===== config.mk =====
export PLATFORM = sky130hd
export DESIGN_NAME = fifo_wr_arbiter
export DESIGN_NICKNAME = d
export VERILOG_FILES = /design/src/rtl/fifo_wr_arbiter.sv
export SDC_FILE = /design/constraint.sdc
export NUM_CORES = 1
export LEC_CHECK = 0
export ABC_AREA = 0
export BUFFER_PORTS_ARGS = -buffer_cell sky130_fd_sc_hd__buf_2
export CAP_MARGIN = 20
export CORE_MARGIN = 8
export CORE_UTILIZATION = 42
export CTS_BUF_LIST = sky130_fd_sc_hd__clkbuf_16
export DETAILED_ROUTE_END_ITERATION = 10
export PLACE_DENSITY = 0.79
export SLEW_MARGIN = 20
export SYNTH_ARGS = -nofsm -noshare
export SYNTH_HDL_FRONTEND = slang
export SYNTH_SLANG_ARGS = --single-unit

===== constraint.sdc =====
create_clock -name clk -period 2.1 [get_ports clk]
set_input_delay 0.42 -clock clk [delete_from_list [all_inputs] [get_ports clk]]
set_output_delay 0.42 -clock clk [all_outputs]
set_load 0.01 [all_outputs]

===== src/rtl/fifo_wr_arbiter.sv =====
// Packet round-robin arbiter sharing one async FIFO write port.
// Define FIFO_ARB_TAG_EN to prepend the owner index to fifo_din.
module fifo_wr_arbiter #(
  parameter int NREQ    = 4,
  parameter int DSIZE   = 8,
  parameter int ASIZE   = 4,
  parameter int MAX_PKT = 8
) (
  input  logic                   clk,
  input  logic                   rst_n,
  input  logic [NREQ-1:0]        req_valid,
  input  logic [NREQ*DSIZE-1:0]  req_data,
  input  logic [NREQ-1:0]        req_last,
  output logic [NREQ-1:0]        req_ready,
`ifdef FIFO_ARB_TAG_EN
  output logic [DSIZE+$clog2(NREQ)-1:0] fifo_din,
`else
  output logic [DSIZE-1:0]       fifo_din,
`endif
  output logic                   fifo_wr_en,
  input  logic                   fifo_full,
  input  logic [ASIZE:0]         fifo_wr_count,
  output logic [NREQ-1:0]        grant,
  output logic                   busy,
  output logic                   err_long
);

  localparam int SEL_W = $clog2(NREQ);
  localparam int DEPTH = 2**ASIZE;
  localparam int CNT_W = $clog2(MAX_PKT+1);

  localparam logic [ASIZE:0] THRESH =
    (ASIZE+1)'(DEPTH-MAX_PKT);
  localparam logic [CNT_W-1:0] CNT_MAX =
    CNT_W'(MAX_PKT);
  localparam logic [CNT_W-1:0] CNT_ERR =
    CNT_W'(MAX_PKT-1);
  localparam logic [NREQ-1:0] ONE =
    {{(NREQ-1){1'b0}}, 1'b1};

  typedef enum logic {IDLE, XFER} state_t;

  state_t           state;
  logic [SEL_W-1:0] own;
  logic [SEL_W-1:0] rr_ptr;
  logic [SEL_W-1:0] nxt_ptr;
  logic [SEL_W-1:0] win;
  logic [CNT_W-1:0] cnt;
  logic             found;
  logic             space_ok;
  logic             acc;
  logic             last;
  logic [DSIZE-1:0] data_arr [NREQ];

  // Split the flat data bus into per-requester words
  always_comb begin
    for (int i = 0; i < NREQ; i++) begin
      data_arr[i] = req_data[i*DSIZE +: DSIZE];
    end
  end

  // First valid requester searching upward from rr_ptr
  always_comb begin
    int               idx;
    logic [SEL_W-1:0] sel;
    idx   = 0;
    sel   = '0;
    win   = '0;
    found = 1'b0;
    for (int k = 0; k < NREQ; k++) begin
      idx = int'(rr_ptr) + k;
      if (idx >= NREQ) idx = idx - NREQ;
      sel = SEL_W'(idx);
      if (!found && req_valid[sel]) begin
        win   = sel;
        found = 1'b1;
      end
    end
  end

  assign space_ok = (fifo_wr_count <= THRESH);
  assign nxt_ptr  = (own == SEL_W'(NREQ-1))
                    ? '0 : own + 1'b1;
  assign busy     = (state == XFER);
  assign acc      = fifo_wr_en;
  assign last     = req_last[own];

  // Datapath steering from the registered owner
  always_comb begin
    req_ready  = '0;
    fifo_wr_en = 1'b0;
    fifo_din   = '0;
    if (state == XFER) begin
      req_ready  = grant & {NREQ{~fifo_full}};
      fifo_wr_en = req_valid[own] & ~fifo_full;
`ifdef FIFO_ARB_TAG_EN
      fifo_din   = {own, data_arr[own]};
`else
      fifo_din   = data_arr[own];
`endif
    end
  end

  // Arbitration FSM, beat counter and overlength flag
  always_ff @(posedge clk or negedge rst_n) begin
    if (!rst_n) begin
      state    <= IDLE;
      grant    <= '0;
      own      <= '0;
      rr_ptr   <= '0;
      cnt      <= '0;
      err_long <= 1'b0;
    end else begin
      case (state)
        IDLE: begin
          err_long <= 1'b0;
          if (found && space_ok) begin
            grant <= ONE << win;
            own   <= win;
            state <= XFER;
          end
        end
        XFER: begin
          err_long <= acc && !last
                      && (cnt == CNT_ERR);
          if (acc) begin
            if (last) begin
              state  <= IDLE;
              grant  <= '0;
              cnt    <= '0;
              rr_ptr <= nxt_ptr;
            end else if (cnt != CNT_MAX) begin
              cnt <= cnt + 1'b1;
            end
          end
        end
        default: state <= IDLE;
      endcase
    end
  end

endmodule


==> impl_metrics.csv <==
group,metric,value,unit
detailed_routing,ant_nets,0,
detailed_routing,via_count,1088,
critical_path,worst_path_largest_cell_delay,0.49,ns
yosys,syn_avg_cell_area,10.6,um^2
critical_path,cp_data_arrival_time,1.60,ns
critical_path,crit_path_start_kind,"flip-flop",
detailed_routing,post_drt_via_cell_ratio,5.47,
clocking,clock_tree.htree_level_count,1,
power_and_ir_drop,design_power_total,1890,uW
clocking,clock_tree.root_cell,"sky130_fd_sc_hd__clkbuf_16",
die,pin_count,67,
critical_path,critical_path_class,"reg2out",
critical_path,crit_slowest_cell,"sky130_fd_sc_hd__mux4_2",
yosys,ys.warnings.count,0,
timing,fin_worst_hold_slack,0.0690,ns
timing,setup-tns-final,0,ns
yosys,yosys_most_used_dff,"sky130_fd_sc_hd__dfrtp_1",
layout,antenna_diode_count,0,
yosys,yosys-top-cells-area,"sky130_fd_sc_hd__dfrtp_1 33%, sky130_fd_sc_hd__mux4_2 21%, sky130_fd_sc_hd__and2_1 7.0%",
critical_path,timing.critical_path.cells,"buf_12, mux4_2, and2_1, buf_2",
timing,report.final.hold_viol_count,0,
detailed_routing,routedWlPerCell,16.8,um
global_routing,gr-total-overflow,0,
flow_run,timing.max_cap.violations,0,
power_and_ir_drop,static-leakage-power,0.000779,uW
yosys,muxShareOfSynthArea,24.0,%
die,fp-row-count,18,
critical_path,ff2ff_setup_slack,0.35,ns
clocking,cts-buffers-inserted,3,
timing,timing.slew.headroom,57.8,%
timing,final-max-slew-violation-count,0,
yosys,syn_area,1070,um^2
die,initial_utilization,43.7,%
run_status,run_status,"complete, no violations",
detailed_routing,drt_first_iter_violations,31,
yosys,share_of_async_settable_or_async_resettable_flops_after_synthesis,100,%
timing,min_period,2.02,ns
yosys,synth-seq-cells,14,
die,core_box_area,2450,um^2
timing,achievable-frequency,494,MHz
yosys,synth_largest_type_area_fraction,32.6,%
timing,rsz0062_at_grt,"false",
global_routing,grt.total_usage,15.8,%
detailed_routing,drc_errors,0,
yosys,synthSimpleGateAreaFrac,24.9,%
die,die_w,66.6,um
timing,setup_viol,0,
place,place_congestion,0.808,
global_routing,grt_max_degree,15,
power_and_ir_drop,power.ir.vdd_worst,769,uV
yosys,synth_top_cell_by_area,"sky130_fd_sc_hd__dfrtp_1",
global_routing,first_pass_grt_wire_length,5530,um
critical_path,worst-path-max-fanout,11,
worst_hold_path,hold_path.class,"in2async",
clocking,path_clk_slew,0.05,ns
detailed_routing,firstDrtPassIters,4,
yosys,seq_area_frac_synth,32.6,%
clocking,tritoncts_num_sinks,14,
layout,drive_above_1_share,53.8,%
detailed_routing,routed_wirelength,3350,um
place,port_buffers,66,
yosys,post_synth_fa_ha_maj_area_fraction,3.50,%
global_routing,grt_pass1_vias,1244,
clocking,clock_latency,0.24,ns
global_routing,grt_antenna_before_repair,0,
clocking,cts_max_path_buffers,2,
yosys,syn-num-nets,152,
place,dpl.hpwl,2850,um
timing,min_period_over_period,96.4,%
yosys,synthCells,101,
layout,flow.area_growth_from_synthesis,42.1,%
die,die_height,66.6,um
yosys,ys_types,35,
yosys,synth_edf_count,0,
layout,layout.nets,221,
timing,transition_at_the_pin_with_the_smallest_max_transition_slack,0.628,ns
timing,clock-skew-final,0.00259,ns
critical_path,critical_path.endpoint_type,"primary output",
clocking,cts_tree,"built",
yosys,synth_top_family_by_area,"simple AND/OR/NAND/NOR gates",
place,dpl.cell_count,194,
yosys,synth_compound_gate_area_share,10.8,%
layout,layout.cells.non_filler,199,
power_and_ir_drop,power.density,1240,nW/um^2
die,area_enclosed_by_the_die_boundary,4430,um^2
critical_path,worst_ep_required_time,1.68,ns
yosys,fraction_of_synthesized_cell_area_in_xor_and_xnor_cells,0,%
registers in the layout (all words and copies together) (netlist names):
signal and cells:
grant 4, rr_ptr 2, err_long 1, busy 1, cnt 4, own 2
Yosys cell counts, types with 3 or more instances:
cell                      instances
sky130_fd_sc_hd__o21ai_0          5
sky130_fd_sc_hd__ha_1             3
sky130_fd_sc_hd__nand3_1          3
sky130_fd_sc_hd__nor2_1           4
sky130_fd_sc_hd__dfrtp_1         14
sky130_fd_sc_hd__nand2_1          9
sky130_fd_sc_hd__mux4_2          10
sky130_fd_sc_hd__o31ai_1          4
sky130_fd_sc_hd__and2_1          12
sky130_fd_sc_hd__inv_1            5
final timing paths:
path / start / to / cells after the start
min: rst_n / grant[2] / 1
max reg2reg: own[0] / rr_ptr[1] / 4
max in group asynchronous: rst_n / own[0] / 1
min in group clk: cnt[3] / err_long / 1
max: own[0] / fifo_din[0] / 4
min reg2reg: cnt[3] / err_long / 1
layout by cell type, fill, tap and decap left out, types with 2 or more instances in the layout:
master                      netlist  layout
sky130_fd_sc_hd__and2_1          12      12
sky130_fd_sc_hd__buf_2            2      66
sky130_fd_sc_hd__nand3b_1         2       2
sky130_fd_sc_hd__nor2_1           4       4
sky130_fd_sc_hd__nor2b_1          2       2
sky130_fd_sc_hd__mux4_2          10      10
sky130_fd_sc_hd__nor3_1           2       2
sky130_fd_sc_hd__mux2_2           2       2
sky130_fd_sc_hd__dfrtp_1         14      12
sky130_fd_sc_hd__ha_1             3       3
sky130_fd_sc_hd__dfrtp_2          0       2
sky130_fd_sc_hd__nand2b_1         2       2
sky130_fd_sc_hd__inv_1            5       5
sky130_fd_sc_hd__a21oi_1          2       2
sky130_fd_sc_hd__nand2_1          9       9
sky130_fd_sc_hd__o31ai_1          4       4
sky130_fd_sc_hd__o21ai_0          5       5
sky130_fd_sc_hd__nand3_1          3       3
sky130_fd_sc_hd__clkbuf_16        0       3
worst max-delay path, delay by kind of cell, from the launching register on:
kind | cells | cell delay, ns
simple gates | 1 | 0.18
flops | 1 | 0.40
buf+inv | 2 | 0.29
mux | 1 | 0.49
metal layers:
| metal | track usage, % | up-vias | part of all wire [%] | wire (um) |
|---|---|---|---|---|
| li1 | - | 509 | - | - |
| met1 | 15.2 | 522 | 37 | 1240 |
| met2 | 29.2 | 55 | 51 | 1720 |
| met3 | 7.89 | 2 | 11 | 384 |
| met4 | 3.20 | 0 | 0.12 | 4 |
| met5 | 0 | - | 0 | 0 |
where the power goes:
part	total, uW	switching (uW)	internal [uW]
clock	359	107	252
combinational	1000	457	543
sequential	528	151	377
metrics by stage:
step                      instance area, um^2  setup WS (ns)  utilization, %
after detailed placement                 1440          0.225            58.5
after global routing                     1530         0.0244            62.1
final                                    1530         0.0757            62.1
after floorplan                          1070          0.291               -
after global placement                   1440          0.253            58.5
after CTS                                1520         0.0459            61.8
cell families (layout without fill, tap and decap cells):
| logic type | after synthesis | after routing |
|---|---|---|
| AND/OR/NAND/NOR | 45 | 45 |
| buffers and inverters | 9 | 77 |
| flip-flops | 14 | 14 |
| AO/OA/AOI/OAI | 17 | 17 |
| multiplexers | 13 | 13 |
| adder cells (fa/ha/maj) | 3 | 3 |
final cells by class:
| cell class | instances | area, um^2 |
|---|---|---|
| multi-input combinational | 78 | 679 |
| clock inverter | 1 | 3.75 |
| sequential | 14 | 353 |
| tap | 30 | 37.5 |
| timing repair buffer | 68 | 358 |
| clock buffer | 3 | 75.1 |
| inverter | 5 | 18.8 |
| fill | 208 | 930 |
timing repair:
action,4_1_cts,5_1_grt
buffers inserted,0,1
hold endpoints to repair,0,0
endpoints found under the setup margin,3,2
gates resized for setup,1,1
pin swaps,0,0
hold buffers,0,0
Note: power is estimated with default switching activity, not from simulation.
